`src/rtl/alu_op_sequencer_pkg.sv`:
```
// Shared definitions for the ALU instruction sequencer:
// opcode encodings, controller states and opcode classification helpers.
package alu_seq_pkg;

    localparam int unsigned OP_W = 5;

    localparam logic [OP_W-1:0] OP_ADD  = 5'b00011;
    localparam logic [OP_W-1:0] OP_SUB  = 5'b00100;
    localparam logic [OP_W-1:0] OP_AND  = 5'b00101;
    localparam logic [OP_W-1:0] OP_OR   = 5'b00110;
    localparam logic [OP_W-1:0] OP_ROR  = 5'b00111;
    localparam logic [OP_W-1:0] OP_ROL  = 5'b01000;
    localparam logic [OP_W-1:0] OP_SHR  = 5'b01001;
    localparam logic [OP_W-1:0] OP_SHRA = 5'b01010;
    localparam logic [OP_W-1:0] OP_SHL  = 5'b01011;
    localparam logic [OP_W-1:0] OP_MUL  = 5'b01111;
    localparam logic [OP_W-1:0] OP_DIV  = 5'b10000;
    localparam logic [OP_W-1:0] OP_NEG  = 5'b10001;
    localparam logic [OP_W-1:0] OP_NOT  = 5'b10010;

    typedef enum logic [2:0] {
        ST_IDLE,
        ST_LOAD_Y,
        ST_EXEC,
        ST_WB,
        ST_WB_LO,
        ST_WB_HI,
        ST_DONE
    } state_t;

    function automatic logic is_binary(input logic [OP_W-1:0] op);
        return (op >= OP_ADD) && (op <= OP_SHL);
    endfunction

    function automatic logic is_wide(input logic [OP_W-1:0] op);
        return (op == OP_MUL) || (op == OP_DIV);
    endfunction

    function automatic logic is_unary(input logic [OP_W-1:0] op);
        return (op == OP_NEG) || (op == OP_NOT);
    endfunction

endpackage

```
`src/rtl/alu_op_sequencer_reg_sel_decoder.sv`:
```
// Register-select to one-hot strobe decoder; all outputs low when disabled.
module reg_sel_decoder #(
    parameter int unsigned SEL_W   = 4,
    parameter int unsigned NUM_OUT = 16
) (
    input  logic               en,
    input  logic [SEL_W-1:0]   sel,
    output logic [NUM_OUT-1:0] onehot
);

    always_comb begin
        onehot = '0;
        for (int unsigned i = 0; i < NUM_OUT; i++) begin
            onehot[i] = en && (sel == SEL_W'(i));
        end
    end

endmodule

```
`src/rtl/alu_op_sequencer.sv`:
```
// Multi-cycle controller sequencing one register-to-register ALU instruction
// over the shared bus datapath (regfile -> Y -> ALU -> Z -> regfile or HI/LO).
module alu_op_sequencer
    import alu_seq_pkg::*;
#(
    parameter int unsigned OPCODE_W  = 5,
    parameter int unsigned REG_SEL_W = 4,
    parameter int unsigned NUM_REGS  = 16
) (
    input  logic                 clock,
    input  logic                 clear,
    input  logic                 start,
    input  logic [OPCODE_W-1:0]  opcode,
    input  logic [REG_SEL_W-1:0] ra_sel,
    input  logic [REG_SEL_W-1:0] rb_sel,
    input  logic [REG_SEL_W-1:0] rc_sel,
    output logic                 busy,
    output logic                 done,
    output logic                 illegal,
    output logic [NUM_REGS-1:0]  r_out,
    output logic [NUM_REGS-1:0]  r_in,
    output logic                 y_in,
    output logic                 z_in,
    output logic                 zlow_out,
    output logic                 zhigh_out,
    output logic                 lo_in,
    output logic                 hi_in,
    output logic [OPCODE_W-1:0]  alu_op
);

    state_t               state, state_nx;
    logic [OPCODE_W-1:0]  op_q;
    logic [REG_SEL_W-1:0] ra_q, rb_q, rc_q;
    logic                 ill_q;

    logic                 in_binary, in_wide, in_unary;
    logic                 q_unary, q_wide;
    logic                 rout_en, rin_en;
    logic [REG_SEL_W-1:0] rout_sel;

    assign in_binary = is_binary(OP_W'(opcode));
    assign in_wide   = is_wide(OP_W'(opcode));
    assign in_unary  = is_unary(OP_W'(opcode));
    assign q_unary   = is_unary(OP_W'(op_q));
    assign q_wide    = is_wide(OP_W'(op_q));

    always_ff @(posedge clock or posedge clear) begin
        if (clear) begin
            state <= ST_IDLE;
            op_q  <= '0;
            ra_q  <= '0;
            rb_q  <= '0;
            rc_q  <= '0;
            ill_q <= 1'b0;
        end else begin
            state <= state_nx;
            if (state == ST_IDLE && start) begin
                op_q  <= opcode;
                ra_q  <= ra_sel;
                rb_q  <= rb_sel;
                rc_q  <= rc_sel;
                ill_q <= !(in_binary || in_wide || in_unary);
            end else if (state == ST_DONE) begin
                ill_q <= 1'b0;
            end
        end
    end

    always_comb begin
        state_nx = state;
        unique case (state)
            ST_IDLE: begin
                if (start) begin
                    if (in_binary || in_wide) state_nx = ST_LOAD_Y;
                    else if (in_unary)        state_nx = ST_EXEC;
                    else                      state_nx = ST_DONE;
                end
            end
            ST_LOAD_Y: state_nx = ST_EXEC;
            ST_EXEC:   state_nx = q_wide ? ST_WB_LO : ST_WB;
            ST_WB:     state_nx = ST_DONE;
            ST_WB_LO:  state_nx = ST_WB_HI;
            ST_WB_HI:  state_nx = ST_DONE;
            ST_DONE:   state_nx = ST_IDLE;
            default:   state_nx = ST_IDLE;
        endcase
    end

    // Moore outputs: everything below depends only on state and captured fields
    always_comb begin
        busy      = 1'b0;
        done      = 1'b0;
        illegal   = 1'b0;
        y_in      = 1'b0;
        z_in      = 1'b0;
        zlow_out  = 1'b0;
        zhigh_out = 1'b0;
        lo_in     = 1'b0;
        hi_in     = 1'b0;
        rout_en   = 1'b0;
        rin_en    = 1'b0;
        rout_sel  = ra_q;
        unique case (state)
            ST_IDLE: ;
            ST_LOAD_Y: begin
                busy    = 1'b1;
                rout_en = 1'b1;
                y_in    = 1'b1;
            end
            ST_EXEC: begin
                busy     = 1'b1;
                rout_en  = 1'b1;
                rout_sel = q_unary ? ra_q : rb_q;
                z_in     = 1'b1;
            end
            ST_WB: begin
                busy     = 1'b1;
                zlow_out = 1'b1;
                rin_en   = 1'b1;
            end
            ST_WB_LO: begin
                busy     = 1'b1;
                zlow_out = 1'b1;
                lo_in    = 1'b1;
            end
            ST_WB_HI: begin
                busy      = 1'b1;
                zhigh_out = 1'b1;
                hi_in     = 1'b1;
            end
            ST_DONE: begin
                done    = 1'b1;
                illegal = ill_q;
            end
            default: ;
        endcase
    end

    assign alu_op = busy ? op_q : '0;

    reg_sel_decoder #(
        .SEL_W   (REG_SEL_W),
        .NUM_OUT (NUM_REGS)
    ) u_rout_dec (
        .en     (rout_en),
        .sel    (rout_sel),
        .onehot (r_out)
    );

    reg_sel_decoder #(
        .SEL_W   (REG_SEL_W),
        .NUM_OUT (NUM_REGS)
    ) u_rin_dec (
        .en     (rin_en),
        .sel    (rc_q),
        .onehot (r_in)
    );

endmodule

```
`config.mk`:
```
export PLATFORM = sky130hd
export DESIGN_NAME = alu_op_sequencer
export DESIGN_NICKNAME = d
export VERILOG_FILES = /design/src/rtl/alu_op_sequencer_pkg.sv /design/src/rtl/alu_op_sequencer_reg_sel_decoder.sv /design/src/rtl/alu_op_sequencer.sv
export SDC_FILE = /design/constraint.sdc
export NUM_CORES = 1
export LEC_CHECK = 0
export CAP_MARGIN = 10
export CORE_MARGIN = 2
export CORE_UTILIZATION = 39
export CTS_BUF_LIST = sky130_fd_sc_hd__clkbuf_4 sky130_fd_sc_hd__clkbuf_8
export CTS_CLUSTER_SIZE = 12
export DETAILED_ROUTE_END_ITERATION = 6
export PLACE_DENSITY = 0.81
export SYNTH_ARGS = -nofsm -noshare
export SYNTH_HDL_FRONTEND = slang
export SYNTH_SLANG_ARGS = --single-unit
```
`constraint.sdc`:
```
create_clock -name clock -period 1.86 [get_ports clock]
set_input_delay 0.372 -clock clock [delete_from_list [all_inputs] [get_ports clock]]
set_output_delay 0.372 -clock clock [all_outputs]
set_load 0.1 [all_outputs]
```
==> impl_metrics.sql, run 1 <==
INSERT INTO impl_metrics (metric_group, metric, value, unit) VALUES
('synthesis', 'mappedNetlistNets', '178', ''),
('floorplanning', 'fp-row-count', '22', ''),
('cts', 'clock_sink_count', '21', ''),
('synthesis', 'synthesis.yosys.warnings', '0', ''),
('cts', 'cts.hold.buffers_added', '0', ''),
('synthesis', 'post_synth_edffs', '0', ''),
('synthesis', 'post_synth_instance_area', '1430', 'um2'),
('placed_design', 'placedInstanceArea', '3170', 'um2'),
('cts', 'tritoncts.num_buffers', '3', ''),
('synthesis', 'netlist-cell-type-count', '37', ''),
('floorplanning', 'die_height', '64.6', 'um'),
('cts', 'clockRootBuffer', 'clkbuf_8', ''),
('timing', 'timing.worst_endpoint.kind', 'primary output', ''),
('synthesis', 'synth_seq_cells', '21', ''),
('floorplanning', 'initial_utilization', '39.8', '%'),
('cts', 'cts.path.max_buffers', '2', ''),
('synthesis', 'synth_area_leaders', 'dfrtp_1 (37%), mux2_2 (13%), nor3_1 (7.3%), nor2_1 (5.0%), and2_1 (3.1%)', ''),
('synthesis', 'synth-main-ff-cell', 'dfrtp_1', ''),
('placed_design', 'detailedPlace.worstSlack', '-0.570', 'ns'),
('outcome', 'tool.error', '[ERROR DPL-0038] Utilization greater than 100%, impossible to legalize', ''),
('floorplanning', 'die-width', '64.6', 'um'),
('synthesis', 'synth_top_cell_area_share', '36.6', '%'),
('synthesis', 'synth_sequential_area_ratio', '36.6', '%'),
('synthesis', 'netlist_instances', '158', ''),
('outcome', 'status', 'did not finish', ''),
('outcome', 'lastStage', '5_1_grt', ''),
('placed_design', 'hpwlAfterDp', '4.76', 'mm'),
('placed_design', 'gpl.final_weighted_congestion', '0.823', ''),
('placed_design', 'port_buffers', '65', ''),
('synthesis', 'synth-async-reset-ratio', '100', '%'),
('synthesis', 'post-synth-top-area-cell', 'dfrtp_1', ''),
('synthesis', 'synthesis.area_per_instance', '9.08', 'um2'),
('floorplanning', 'ioPinCount', '66', ''),
('timing', 'globalroute.repair_timing.worst_endpoint', 'r_out[5]', ''),
('cts', 'cts_max_level', '1', ''),
('global_route', 'grt_max_degree', '22', ''),
('synthesis', 'synth_top_cells_by_count', 'dfrtp_1 (21), nor3_1 (21), nor2_1 (19)', '');
## logic make-up after synthesis
kind of cell | after synthesis | synth area share, %
buffers and inverters | 12 | 4.97
xor gates and xnor gates | 1 | 0.611
DFF | 21 | 36.6
and+or+nand+nor | 82 | 31.0
muxes | 22 | 17.4
AOI/OAI and AO/OA | 20 | 9.42
## metrics by stage
step                std cells  hold WS (ns)
floorplan                 158         0.349
global placement          294         0.545
detailed placement        294         0.565
CTS                       307         0.458
## what timing repair did
action	4_1_cts
gates resized for setup	26
gates cloned	0
setup endpoints to repair	58
setup buffers	9
pin swaps	8
==> run 2, diff against run 1 <==
--- a/config.mk
+++ b/config.mk
@@ -6,12 +6,10 @@
 export NUM_CORES = 1
 export LEC_CHECK = 0
 export CAP_MARGIN = 10
-export CORE_MARGIN = 2
-export CORE_UTILIZATION = 39
-export CTS_BUF_LIST = sky130_fd_sc_hd__clkbuf_4 sky130_fd_sc_hd__clkbuf_8
-export CTS_CLUSTER_SIZE = 12
+export CORE_AREA = 2 2 63 65
 export DETAILED_ROUTE_END_ITERATION = 6
-export PLACE_DENSITY = 0.81
+export DIE_AREA = 0 0 65 67
+export PLACE_DENSITY_LB_ADDON = 0.15
 export SYNTH_ARGS = -nofsm -noshare
 export SYNTH_HDL_FRONTEND = slang
 export SYNTH_SLANG_ARGS = --single-unit
==> constraint.sdc (replaced) <==
create_clock -name clock -period 2.4 [get_ports clock]
set_input_delay 0.48 -clock clock [delete_from_list [all_inputs] [get_ports clock]]
set_output_delay 0.48 -clock clock [all_outputs]
set_load 0.1 [all_outputs]
==> impl_metrics.sql, run 2 <==
INSERT INTO impl_metrics (metric_group, metric, value, unit) VALUES
('timing', 'max_clock_freq', '368', 'MHz'),
('timing', 'layout_setup_ws', '-0.318', 'ns'),
('synthesis', 'post_synth_and_or_nand_nor_area_fraction', '31.0', '%'),
('cts', 'insertion_delay', '0.27', 'ns'),
('timing', 'worst_max_slew_pin_slew', '0.777', 'ns'),
('floorplanning', 'total_core_area', '3610', 'um2'),
('synthesis', 'parity_gate_share_of_the_synthesized_area_counting_xor_and_xnor_cells', '0.611', '%'),
('cts', 'cts_tree', 'done', ''),
('routing', 'avgViaCountPerCell', '5.94', ''),
('synthesis', 'fraction_of_the_mapped_netlist_area_in_compound_gates', '9.42', '%'),
('routing', 'num_vias', '1783', ''),
('cells_and_area', 'largest_register_ffs', '5', ''),
('hold_path', 'hold_path.class', 'reg -> reg', ''),
('routing', 'wirelength', '7.55', 'mm'),
('floorplanning', 'design.die.area', '4360', 'um2'),
('cells_and_area', 'seq_area', '528', 'um2'),
('synthesis', 'synthesis.area_per_instance', '9.08', 'um2'),
('placed_design', 'port_buffers', '65', ''),
('cells_and_area', 'fin_nets', '273', ''),
('cts', 'clkSlewWorstSetupHoldPaths', '0.09', 'ns'),
('global_route', 'grt_max_degree', '22', ''),
('floorplanning', 'ioPinCount', '66', ''),
('global_route', 'first_pass_grt_wire_length', '10.3', 'mm'),
('cells_and_area', 'areaGrowthSynthToFinish', '137', '%'),
('global_route', 'antenna_violations_before_repair', '0', ''),
('synthesis', 'synthesis.yosys.warnings', '0', ''),
('cells_and_area', 'top_library_cells_by_usage_in_the_layout_fill_and_taps_aside', 'buf_12 (49), nor3_4 (21), dfrtp_1 (19), clkdlybuf4s50_1 (19), buf_4 (18)', ''),
('synthesis', 'dominant_combinational_cell_family_by_area_after_synthesis', 'simple AND/OR/NAND/NOR gates', ''),
('cells_and_area', 'total_area_of_multi_input_combinational_cells', '1320', 'um2'),
('worst_setup_path', 'timing.critical_path.from_type', 'flip-flop', ''),
('cells_and_area', 'layout_commonest_cell', 'buf_12', ''),
('synthesis', 'synth_area_leaders', 'dfrtp_1 (37%), mux2_2 (13%), nor3_1 (7.3%), nor2_1 (5.0%), and2_1 (3.1%)', ''),
('synthesis', 'mappedNetlistNets', '178', ''),
('timing', 'setup_viol', '29', ''),
('floorplanning', 'fp-row-count', '22', ''),
('routing', 'final_routed_wire_length_divided_by_cell_count', '25.2', 'um'),
('timing', 'layout_min_cycle_time', '2.72', 'ns'),
('outcome', 'status', 'finished with violations', ''),
('global_route', 'track_usage', '32.4', '%'),
('cts', 'cts.hold.buffers_added', '0', ''),
('timing', 'hold_slack', '0.579', 'ns'),
('cells_and_area', 'registers.top_by_ff_count', 'op_q', ''),
('synthesis', 'synth-async-reset-ratio', '100', '%'),
('synthesis', 'synth_top_cell_area_share', '36.6', '%'),
('synthesis', 'netlist-cell-type-count', '37', ''),
('synthesis', 'share_of_synthesized_cell_area_in_full_adder_half_adder_and_majority_cells', '0', '%'),
('timing', 'hold_violations', '0', ''),
('synthesis', 'synth_sequential_area_ratio', '36.6', '%'),
('worst_setup_path', 'cp_required', '1.92', 'ns'),
('worst_setup_path', 'timing.critical_path.fanout_max', '5', ''),
('timing', 'clock_skew', '0.00388', 'ns'),
('routing', 'initialDrtViolationCount', '95', ''),
('worst_setup_path', 'critPathKind', 'reg -> out', ''),
('worst_setup_path', 'end_kind', 'output pin', ''),
('worst_setup_path', 'timing.critical_path.arrival', '2.24', 'ns'),
('timing', 'fin_crit_sh', '113', '%'),
('outcome', 'violations', 'negative setup slack', ''),
('timing', 'maxSlewHeadroom', '48.2', '%'),
('cts', 'clockRootBuffer', 'clkbuf_8', ''),
('timing', 'slew_violations', '0', ''),
('placed_design', 'gpl.final_weighted_congestion', '0.805', ''),
('placed_design', 'hpwlAfterDp', '3.93', 'mm'),
('synthesis', 'yosys-mux-area-fraction', '17.4', '%'),
('cts', 'tritoncts.num_buffers', '3', ''),
('cells_and_area', 'layout-drive-gt1-share', '61.5', '%'),
('synthesis', 'synth_top_cells_by_count', 'dfrtp_1 (21), nor3_1 (21), nor2_1 (19)', ''),
('synthesis', 'synth_seq_cells', '21', ''),
('cts', 'cts.path.max_buffers', '2', ''),
('floorplanning', 'initial_utilization', '39.8', '%'),
('routing', 'drt_pre_antenna_iters', '4', ''),
('routing', 'drcViolationCount', '0', ''),
('cells_and_area', 'diodes', '0', ''),
('synthesis', 'synth-main-ff-cell', 'dfrtp_1', ''),
('global_route', 'vias_in_the_first_global_route', '1774', ''),
('synthesis', 'post_synth_instance_area', '1430', 'um2'),
('routing', 'antenna_violating_nets_post_route', '0', ''),
('cts', 'clock_sink_count', '21', ''),
('floorplanning', 'die_height', '67', 'um'),
('synthesis', 'post-synth-top-area-cell', 'dfrtp_1', ''),
('floorplanning', 'die-width', '65', 'um'),
('run', 'drv.max_cap_violation_count', '0', ''),
('timing', 'grt_setup_unrepaired', 'yes', ''),
('cells_and_area', 'fillerInstances', '86', ''),
('cts', 'cts_max_level', '1', ''),
('global_route', 'gr-total-overflow', '0', ''),
('synthesis', 'netlist_instances', '158', ''),
('synthesis', 'post_synth_edffs', '0', '');
==> run 2: final cells by class <==
| cell class | instances | area share, % |
|---|---|---|
| sequential | 21 | 15.5 |
| clock buffer | 3 | 1.21 |
| multi-input combinational | 125 | 38.7 |
| inverter | 5 | 0.552 |
| tap | 48 | 1.77 |
| clock inverter | 1 | 0.221 |
| timing repair buffer | 97 | 42.1 |
==> run 2: worst paths after layout <==
kind | cells after the start | slack, ns | start | to
worst max register to register | 7 | 0.14 | state[2]$_DFFE_PP0P_ | rb_q[1]$_DFFE_PP0P_
worst min register to register | 2 | 0.58 | ill_q$_DFFE_PP0P_ | ill_q$_DFFE_PP0P_
worst max-delay path | 7 | -0.32 | state[2]$_DFFE_PP0P_ | r_out[0]
max in group asynchronous | 2 | 1.19 | clear | op_q[2]$_DFFE_PP0P_
min in group asynchronous | 2 | 0.68 | clear | op_q[4]$_DFFE_PP0P_
worst min-delay path | 2 | 0.58 | ill_q$_DFFE_PP0P_ | ill_q$_DFFE_PP0P_
==> run 2: critical path, cell delays in order (launching register included) <==
cell and delay, ns:
dfrtp_1 0.43, nor3b_4 0.26, a21boi_4 0.26, buf_6 0.18
buf_6 0.12, mux2i_4 0.42, nor3_4 0.10, buf_12 0.18
==> run 2: cells by family (layout without fill, tap and decap cells) <==
group | Yosys count | in the layout
and+or+nand+nor | 82 | 82
muxes | 22 | 22
AOI/OAI and AO/OA | 20 | 20
buffers and inverters | 12 | 106
DFF | 21 | 21
xor gates and xnor gates | 1 | 1
==> run 2: repair_timing <==
action                     4_1_cts  5_1_grt
gates cloned                     0        0
buffers inserted                17        9
resized for setup               19       19
pin swaps                       25       17
setup endpoints to repair       24       38
hold endpoints to repair         0        0
==> run 2: stage by stage <==
stage               instance area (um2)  setup slack, ns  setup TNS (ns)  cells  utilization [%]
floorplan                          1770            -1.06          -20.20    158                -
finish                             3400           -0.318           -5.80    300             94.3
global route                       3400           -0.353           -6.77    300             94.3
CTS                                3290           -0.223           -2.45    295             91.1
detailed placement                 3020           -0.172           -1.94    278             83.6
global placement                   3020          -0.0635          -0.334    278             83.6
==> run 2: metal layers <==
| layer | global-route usage (%) | share of wire (%) | up-vias | wire [um] |
|---|---|---|---|---|
| li1 | - | - | 749 | - |
| met1 | 37.7 | 36 | 863 | 2700 |
| met2 | 61.0 | 51 | 131 | 3890 |
| met3 | 5.41 | 7.1 | 40 | 533 |
| met4 | 9.04 | 5.6 | 0 | 425 |
| met5 | 0 | 0 | - | 0 |
Power of run 2 is left out: the tool's default activity adds up to more than one toggle a clock period on the data nets, which glitch-free logic cannot reach.
